--- src/rtl/mips_pkg.sv ---
// Shared MIPS definitions used by the multiply/divide unit: operation codes,
// FSM state encoding and the iteration count.
package mips_pkg;

  typedef enum logic [2:0] {
    MD_MULT  = 3'd0,
    MD_MULTU = 3'd1,
    MD_DIV   = 3'd2,
    MD_DIVU  = 3'd3,
    MD_MTHI  = 3'd4,
    MD_MTLO  = 3'd5
  } md_op_e;

  typedef enum logic [1:0] {
    MD_IDLE,
    MD_CALC,
    MD_FIX
  } md_state_e;

  localparam int MD_ITER = 32;

  // Magnitude of a value that is two's complement only when is_signed is set.
  function automatic logic [31:0] md_abs(input logic [31:0] v, input logic is_signed);
    return (is_signed && v[31]) ? (~v + 32'd1) : v;
  endfunction

endpackage

--- src/rtl/mult_div_unit_if.sv ---
// Decode-to-multiply/divide handshake: request, operands, status and HI/LO.
interface mult_div_unit_if;
  logic        md_start;
  logic [2:0]  md_op;
  logic [31:0] op_a;
  logic [31:0] op_b;
  logic        md_busy;
  logic        md_done;
  logic [31:0] hi;
  logic [31:0] lo;

  modport master (
    output md_start, md_op, op_a, op_b,
    input  md_busy, md_done, hi, lo
  );

  modport slave (
    input  md_start, md_op, op_a, op_b,
    output md_busy, md_done, hi, lo
  );
endinterface

--- src/rtl/mult_div_unit.sv ---
// Iterative 32-cycle multiply/divide with architectural HI/LO registers.
// Signed ops run on magnitudes; sign correction is applied in the FIX state.
module mult_div_unit
  import mips_pkg::*;
(
  input  logic            clk,
  input  logic            reset,
  mult_div_unit_if.slave  md_if
);

  md_state_e   state_q, state_d;
  logic [4:0]  count_q, count_d;
  logic [63:0] acc_q, acc_d;
  logic [31:0] opnd_q, opnd_d;
  logic        is_div_q, is_div_d;
  logic        is_signed_q, is_signed_d;
  logic        sign_a_q, sign_a_d;
  logic        sign_b_q, sign_b_d;
  logic        div_zero_q, div_zero_d;
  logic [31:0] hi_q, hi_d;
  logic [31:0] lo_q, lo_d;
  logic        done_q, done_d;

  logic [33:0] base, addend, sum;
  logic        res_neg;
  logic [63:0] prod_fix;
  logic [31:0] quot_fix, rem_fix;
  logic        op_signed, op_div;

  // One adder serves both algorithms: multiply adds the multiplicand to the
  // upper accumulator half, divide adds the two's complement of the divisor
  // to the shifted partial remainder, so bit 33 doubles as the borrow.
  always_comb begin
    base   = is_div_q ? {1'b0, acc_q[63:31]} : {2'b00, acc_q[63:32]};
    addend = is_div_q ? ~{2'b00, opnd_q} : {2'b00, opnd_q};
    sum    = base + addend + {33'd0, is_div_q};
  end

  always_comb begin
    res_neg  = is_signed_q & (sign_a_q ^ sign_b_q);
    prod_fix = res_neg ? (~acc_q + 64'd1) : acc_q;
    // A zero divisor leaves the all-ones quotient untouched.
    quot_fix = (res_neg && !div_zero_q) ? (~acc_q[31:0] + 32'd1) : acc_q[31:0];
    rem_fix  = (is_signed_q && sign_a_q) ? (~acc_q[63:32] + 32'd1) : acc_q[63:32];
  end

  always_comb begin
    op_signed = (md_if.md_op == MD_MULT) || (md_if.md_op == MD_DIV);
    op_div    = (md_if.md_op == MD_DIV) || (md_if.md_op == MD_DIVU);
  end

  always_comb begin
    state_d     = state_q;
    count_d     = count_q;
    acc_d       = acc_q;
    opnd_d      = opnd_q;
    is_div_d    = is_div_q;
    is_signed_d = is_signed_q;
    sign_a_d    = sign_a_q;
    sign_b_d    = sign_b_q;
    div_zero_d  = div_zero_q;
    hi_d        = hi_q;
    lo_d        = lo_q;
    done_d      = 1'b0;

    case (state_q)
      MD_IDLE: begin
        if (md_if.md_start) begin
          case (md_if.md_op)
            MD_MULT, MD_MULTU, MD_DIV, MD_DIVU: begin
              state_d     = MD_CALC;
              count_d     = 5'd0;
              is_div_d    = op_div;
              is_signed_d = op_signed;
              sign_a_d    = op_signed & md_if.op_a[31];
              sign_b_d    = op_signed & md_if.op_b[31];
              div_zero_d  = (md_if.op_b == 32'd0);
              // Multiply: accumulator low half holds the multiplier.
              // Divide: accumulator low half holds the dividend.
              if (op_div) begin
                acc_d  = {32'd0, md_abs(md_if.op_a, op_signed)};
                opnd_d = md_abs(md_if.op_b, op_signed);
              end else begin
                acc_d  = {32'd0, md_abs(md_if.op_b, op_signed)};
                opnd_d = md_abs(md_if.op_a, op_signed);
              end
            end
            MD_MTHI: hi_d = md_if.op_a;
            MD_MTLO: lo_d = md_if.op_a;
            default: ;
          endcase
        end
      end

      MD_CALC: begin
        if (is_div_q) begin
          acc_d = sum[33] ? {acc_q[62:0], 1'b0} : {sum[31:0], acc_q[30:0], 1'b1};
        end else begin
          acc_d = acc_q[0] ? {sum[32:0], acc_q[31:1]} : {1'b0, acc_q[63:1]};
        end
        count_d = count_q + 5'd1;
        if (count_q == 5'(MD_ITER - 1)) begin
          state_d = MD_FIX;
        end
      end

      MD_FIX: begin
        if (is_div_q) begin
          hi_d = rem_fix;
          lo_d = quot_fix;
        end else begin
          hi_d = prod_fix[63:32];
          lo_d = prod_fix[31:0];
        end
        done_d  = 1'b1;
        state_d = MD_IDLE;
      end

      default: state_d = MD_IDLE;
    endcase
  end

  always_ff @(posedge clk) begin
    if (reset) begin
      state_q     <= MD_IDLE;
      count_q     <= 5'd0;
      acc_q       <= 64'd0;
      opnd_q      <= 32'd0;
      is_div_q    <= 1'b0;
      is_signed_q <= 1'b0;
      sign_a_q    <= 1'b0;
      sign_b_q    <= 1'b0;
      div_zero_q  <= 1'b0;
      hi_q        <= 32'd0;
      lo_q        <= 32'd0;
      done_q      <= 1'b0;
    end else begin
      state_q     <= state_d;
      count_q     <= count_d;
      acc_q       <= acc_d;
      opnd_q      <= opnd_d;
      is_div_q    <= is_div_d;
      is_signed_q <= is_signed_d;
      sign_a_q    <= sign_a_d;
      sign_b_q    <= sign_b_d;
      div_zero_q  <= div_zero_d;
      hi_q        <= hi_d;
      lo_q        <= lo_d;
      done_q      <= done_d;
    end
  end

  assign md_if.md_busy = (state_q != MD_IDLE);
  assign md_if.md_done = done_q;
  assign md_if.hi      = hi_q;
  assign md_if.lo      = lo_q;

endmodule

--- src/flat_wrapper.sv ---
// flat-port wrapper written by rule: the top's interface ports become plain ports
module mult_div_unit_flat import mips_pkg::*;
  (clk, reset, md_if_md_start, md_if_md_op, md_if_op_a, md_if_op_b, md_if_md_busy, md_if_md_done, md_if_hi, md_if_lo);
  mult_div_unit_if md_if_i ();
  input  logic clk;
  input  logic reset;
  input wire logic [$bits(md_if_i.md_start)-1:0] md_if_md_start;
  input wire logic [$bits(md_if_i.md_op)-1:0] md_if_md_op;
  input wire logic [$bits(md_if_i.op_a)-1:0] md_if_op_a;
  input wire logic [$bits(md_if_i.op_b)-1:0] md_if_op_b;
  output wire logic [$bits(md_if_i.md_busy)-1:0] md_if_md_busy;
  output wire logic [$bits(md_if_i.md_done)-1:0] md_if_md_done;
  output wire logic [$bits(md_if_i.hi)-1:0] md_if_hi;
  output wire logic [$bits(md_if_i.lo)-1:0] md_if_lo;
  assign md_if_i.md_start = md_if_md_start;
  assign md_if_i.md_op = md_if_md_op;
  assign md_if_i.op_a = md_if_op_a;
  assign md_if_i.op_b = md_if_op_b;
  assign md_if_md_busy = md_if_i.md_busy;
  assign md_if_md_done = md_if_i.md_done;
  assign md_if_hi = md_if_i.hi;
  assign md_if_lo = md_if_i.lo;
  mult_div_unit u_core (.clk(clk), .reset(reset), .md_if(md_if_i));
endmodule
--- config.mk ---
export PLATFORM = sky130hd
export DESIGN_NAME = mult_div_unit_flat
export DESIGN_NICKNAME = d
export VERILOG_FILES = /design/src/rtl/mips_pkg.sv /design/src/rtl/mult_div_unit_if.sv /design/src/rtl/mult_div_unit.sv /design/src/flat_wrapper.sv
export SDC_FILE = /design/constraint.sdc
export NUM_CORES = 1
export LEC_CHECK = 0
export CAP_MARGIN = 5
export CORE_MARGIN = 5
export CORE_UTILIZATION = 50
export DETAILED_ROUTE_END_ITERATION = 10
export PLACE_DENSITY = 0.71
export SLEW_MARGIN = 40
export SYNTH_ARGS = -nofsm -noshare
export SYNTH_HDL_FRONTEND = slang
export SYNTH_SLANG_ARGS = --single-unit
--- constraint.sdc ---
create_clock -name clk -period 11.26 [get_ports clk]
set_input_delay 2.815 -clock clk [delete_from_list [all_inputs] [get_ports clk]]
set_output_delay 2.815 -clock clk [all_outputs]
set_load 0.02 [all_outputs]
* Yosys cells after proc, flatten, opt, wreduce, memory -nomap -nowiden
Cells that the tools add are included.
W data, S select, Z words.
** Operators by class
- Add/sub/neg operators :: 8
- Eq/ne operators :: 13
- Multiplexer cells :: 31
- Bitwise gates (word level) :: 10
- Reduce and logical (&&, ||, !) cells :: 19
** Operators with widths (count)
- $mux W32 :: 12
- $mux W64 :: 6
- $add A32 B1 Y32 const B :: 4
- $not A32 Y32 :: 4
- $pmux W32 S2 :: 2
- $pmux W64 S2 :: 1
- $add A64 B1 Y64 const B :: 1
- $not A64 Y64 :: 1
- $add A34 B1 Y34 :: 1
- $add A34 B34 Y34 :: 1
- $mux W34 :: 1
- $not A32 Y34 :: 1
- $mux W33 :: 1
- $logic_not A32 Y1 :: 1
- $reduce_and A3 Y1 :: 5
- $mux W5 :: 2
- $pmux W5 S2 :: 1
- $ne A2 B2 Y1 const B :: 4
- $eq A3 B2 Y1 const B :: 2
- $eq A3 B3 Y1 const B :: 2
- $mux W2 :: 3
- $reduce_bool A2 Y1 :: 3
- $add A5 B1 Y5 const B :: 1
- $eq A5 B5 Y1 const B :: 1
- 14 further kinds :: 20
** Word-level totals
- Register bits after elaboration :: 173
- Input bits :: 70
- Output and inout port bits :: 66
- Word-level logic and storage cells :: 93

* Depth between registers and ports, before layout
- Word-level depth :: 8
- Depth in mapped cells :: 19
- Mapped depth without buffers :: 12

* Worst setup path before layout
No wires, ideal clock.
- Path kind :: input -> register
- Start :: in md_if_op_b[10]
- End :: reg u_core.acc_q[28]
- Setup time :: 132 ps
- Arrival :: 5052 ps
- Data required time :: 11128 ps
- Setup slack :: 6076 ps
- Stages :: 9
- Buffers on the path :: 0
- Path through :: or4_1 or4_1 nor3_1 nand2_1 o21ai_1 xor2_1 a211oi_1 o21ai_1 a21oi_1
** Between the ends
- Cells in the longest elaborated chain, start to end :: 7
** RTL lines
- start: declaration :: line flat_wrapper.sv:10 : input wire logic [$bits(md_if_i.op_b)-1:0] md_if_op_b;
- $not A32 Y32 :: line mips_pkg.sv:24 : return (is_signed && v[31]) ? (~v + 32'd1) : v;
- $add A32 B1 Y32 :: line mips_pkg.sv:24
- $mux W32 :: line mips_pkg.sv:24
- $mux W32 :: line mult_div_unit.sv:80 : if (op_div) begin
- $mux W64 :: line mult_div_unit.sv:69 : case (md_if.md_op)
- $mux W64 :: line mult_div_unit.sv:68 : if (md_if.md_start) begin
- $pmux W64 S2 :: line mult_div_unit.sv:66 : case (state_q)
- end signal: assignment :: line mult_div_unit.sv:127 : acc_q <= 64'd0;
- end signal: assignment :: line mult_div_unit.sv:140 : acc_q <= acc_d;
- end: declaration :: line mult_div_unit.sv:13 : logic [63:0] acc_q, acc_d;
Every way passes these cells. The select of a mux whose other input is x is not followed.
A chain may end at the register's enable or synchronous reset.

* Worst setup path in the final report
- Start :: in md_if_op_b[17]
- End :: reg u_core.opnd_q[29]
** Between the ends
- Cells in the longest elaborated chain, start to end :: 4
** RTL lines
- $not A32 Y32 :: line mips_pkg.sv:24
- $add A32 B1 Y32 :: line mips_pkg.sv:24
- $mux W32 :: line mips_pkg.sv:24
- $mux W32 :: line mult_div_unit.sv:80
- end signal: assignment :: line mult_div_unit.sv:141 : opnd_q <= opnd_d;
- end: declaration :: line mult_div_unit.sv:14 : logic [31:0] opnd_q, opnd_d;
Every way passes these cells.

==> results_dict.tcl <==
set metrics [dict create \
    arrival_ps 5910 \
    whs_path_depth 2 \
    reg2regPathDepth 11 \
    synth_simple_gate_area_share_pct 21.26 \
    slowest_stage "nor3b_1" \
    sw_frac_of_total_pct 36.71 \
    cp_top_family "simple AND/OR/NAND/NOR gates" \
    crit_type "in -> reg" \
    portBuffers 135 \
    report.final.slew_viol_count 0 \
    wl_um 54010 \
    rsz0062_at_grt "false" \
    avgRoutedWirePerCell_um 23.21 \
    cts_tree "built" \
    critical_path_required_ps 11560 \
    slew_headroom_pct 39.84 \
    clockBufferDepth 2 \
    yosys.area_share.adder_pct 3.488 \
    die_y_um 176.4 \
    die-area_um2 31120 \
    netlist_area_um2 13850 \
    r2r_end "u_core.acc_q[56]$_SDFFE_PP0P_" \
    synthMuxAreaShare_pct 4.861 \
    fmax_mhz 178.2 \
    crit_path_max_incr_delay_ps 680 \
    drtIter0Drc 1913 \
    drc 0 \
    grt_overflow 0 \
    hold_viol_final 0 \
    coreArea_um2 27550 \
    switching_power_uw 650.4 \
    ys.flop_type "dfxtp_1" \
    synth_seq_cells 173 \
    cts_inserted_buffers 17 \
    synth_edf_count 0 \
    peakVddDrop_v 0.00008923 \
    vias 14930 \
    cp_cell_sequence "clkdlybuf4s50_1 -> or4_1 -> nor4_1 -> nor3b_1 -> and3_1 -> a21oi_1 -> xnor2_1 -> nand2_1 -> o211ai_1 -> a21oi_1" \
    rows 61 \
    synth_sequential_area_ratio_pct 25.01 \
    cts-root-buf "clkbuf_16" \
    status "finished, final reports clean" \
    drive_gt1_share_pct 6.208 \
    synth_top_area_share_pct 25.01 \
    die_w_um 176.4 \
    postCtsHoldBufs 0 \
    grt_max_degree 87 \
    syn_to_final_growth_pct 14.81 \
    synthXorXnorAreaFrac_pct 11.38 \
    reg2reg_from "u_core.is_div_q$_SDFFE_PP0P_" \
    worst_setup_path_end_kind "register" \
    synth_top_family_by_area "compound AO/OA/AOI/OAI gates" \
    intPower_uw 1121 \
    p_seq_share_pct 39.0 \
    synthTopCellsByArea "dfxtp_1 25%, a21oi_1 7.3%, nor2_1 6.5%, xor2_1 5.8%, xnor2_1 5.6%" \
    hpwl_um 40350 \
    r2r_slack_ps 5660 \
    cts_num_sinks 173 \
    final_nets 2044 \
    cts.clk_slew.worst_paths_ps 70 \
    vias_per_cell 6.417 \
    cts_resized 0 \
    io_pins 136 \
    place_area_um2 15220 \
    synth.avg_cell_area_um2 7.186 \
    hold_end "u_core.md_if.hi[6]$_SDFFE_PP0P_" \
    fin_area_um2 15900 \
    maxCapViolations 0 \
    tightest_slew_ps 900.2 \
    place.gp.congestion 0.9808 \
    period_needed_ps 5611 \
    synth_compound_area_share_pct 28.43 \
    hold_class "reg -> reg" \
    start_util_pct 50.26 \
    pwr-share-comb_pct 24.2 \
    min_from "u_core.md_if.hi[6]$_SDFFE_PP0P_" \
    path_max_fanout 7 \
    layout_worst_path_cycle_share_pct 49.83 \
    tns_ps 0 \
    skew_ps 21.58 \
    synthTopCellsByCount "239 x nor2_1, 207 x nand2_1, 202 x a21oi_1" \
    synth_cells 1927 \
    pwr_density_cell_nw_per_um2 111.4 \
    ant_nets 0 \
    syn_nets 2035 \
    grtUsageTotal_pct 33.45 \
    async_flop_share_pct 0 \
    grt_antenna_before_repair 0 \
    dr.pass1.iters 9 \
    critPathLaunchType "primary input" \
    post_cts_buffers 0 \
    synth_warnings 0 \
    p_leak_uw 0.005849 \
    grt_pass1_vias 13530 \
    insertion_delay_ps 450 \
    synth.most_common_cell "nor2_1" \
    grt_pass1_wl_um 81560 \
    crit_path_frequent_cell "a21oi_1" \
    path_buf_inv 1 \
    setup_viol_count_final 0 \
    p_clk_share_pct 36.9 \
    synth.largest_area_cell "dfxtp_1" \
    synth_cell_types 68 \
    h-tree-depth 4 \
    num_antenna_cells 0 \
]
## cells in the final DEF, fill, tap and decap left out, drive strengths merged, types with 18 or more instances in the layout
| cell | synthesis | layout |
|---|---|---|
| mux2i | 29 | 29 |
| buf | 27 | 20 |
| a211oi | 59 | 59 |
| clkdlybuf4s50 | 0 | 133 |
| nor4 | 23 | 23 |
| nor2 | 239 | 239 |
| dfxtp | 173 | 173 |
| a21oi | 203 | 203 |
| xnor2 | 89 | 89 |
| ha | 37 | 37 |
| o31ai | 28 | 28 |
| o211ai | 42 | 42 |
| inv | 38 | 42 |
| a31oi | 21 | 21 |
| nand2 | 207 | 207 |
| mux2 | 34 | 34 |
| xor2 | 91 | 91 |
| nor3 | 52 | 52 |
| clkbuf | 137 | 18 |
| o21ai | 144 | 144 |
## through the flow
stage          cells  worst slack, ps  utilization [%]  hold WS (ps)  power, uW
2_1_floorplan   1927             6076                -         443.4      959.1
3_3_place_gp    2294             5245            55.16         441.6       1109
3_5_place_dp    2294             5188            55.22         445.6       1114
4_1_cts         2326             5631            57.57         456.7       1759
5_1_grt         2327             5331            57.70         475.0       1832
6_report        2327             5649            57.70         453.4       1772
## registers in the layout (all words and copies together) (netlist names)
name,flops
u_core.acc_q,64
u_core.md_if.hi,32
u_core.md_if.lo,32
u_core.opnd_q,32
u_core.count_q,5
u_core.state_q,2
u_core.div_zero_q,1
u_core.is_div_q,1
u_core.is_signed_q,1
u_core.md_if.md_done,1
u_core.sign_a_q,1
u_core.sign_b_q,1
## per-layer routing
metal / routed length [um] / share of wire, % / global-route usage [%] / up-vias
met1: 23600 / 44 / 48.85 / 7028
met2: 23190 / 43 / 50.75 / 843
li1: - / - / - / 6938
met3: 5243 / 9.7 / 4.690 / 123
met4: 1969 / 3.6 / 11.19 / 0
met5: 0 / 0 / 0 / -
## worst reg2reg max path: cells and delay by family (launching register included)
kind,cells,cell delay [ps]
mux,1,450
buf+inv,1,630
simple gates,2,1220
compound gates,6,2130
flops,1,700
fa+ha+maj,1,370
## how the worst max path moves through the flow
| stage | start | to | cells past startpoint |
|---|---|---|---|
| final | md_if_op_b[17] | u_core.opnd_q[29]$_SDFFE_PP0P_ | 10 |
| after global routing | u_core.is_div_q$_SDFFE_PP0P_ | u_core.acc_q[56]$_SDFFE_PP0P_ | 11 |
| after CTS | md_if_op_b[9] | u_core.acc_q[28]$_SDFFE_PP0P_ | 10 |
| after detailed placement | md_if_op_b[9] | u_core.acc_q[28]$_SDFFE_PP0P_ | 10 |
| after global placement | md_if_op_a[8] | u_core.acc_q[28]$_SDFFE_PP0P_ | 10 |
| after floorplan | md_if_op_b[10] | u_core.acc_q[28]$_SDFFE_PP0P_ | 9 |
## cell families (layout without fill, tap and decap cells)
kind of cell | Yosys count | count (layout)
and+or+nand+nor | 647 | 647
AOI/OAI and AO/OA | 624 | 624
buffers and inverters | 202 | 224
xor gates and xnor gates | 180 | 180
DFF | 173 | 173
muxes | 63 | 63
adders and majority gates | 38 | 38
## power by group through the flow
| stage | Sequential, uW | Clock, uW | Combinational (uW) |
|---|---|---|---|
| global placement | 701 | 0 | 408 |
| floorplan | 677 | 0 | 282 |
| CTS | 688 | 656 | 415 |
| detailed placement | 702 | 0 | 412 |
| global route | 692 | 681 | 459 |
| finish | 691 | 653 | 428 |
## area by class of cell
type	count	area, um2
Multi-Input combinational cell	1552	9659
Inverter	38	142.6
Clock buffer	17	425.4
Sequential cell	173	3467
Timing Repair Buffer	154	1511
Tap cell	378	473.0
Fill cell	2682	11650
Clock inverter	15	220.2
No activity file was read; power rests on OpenSTA's default activity.
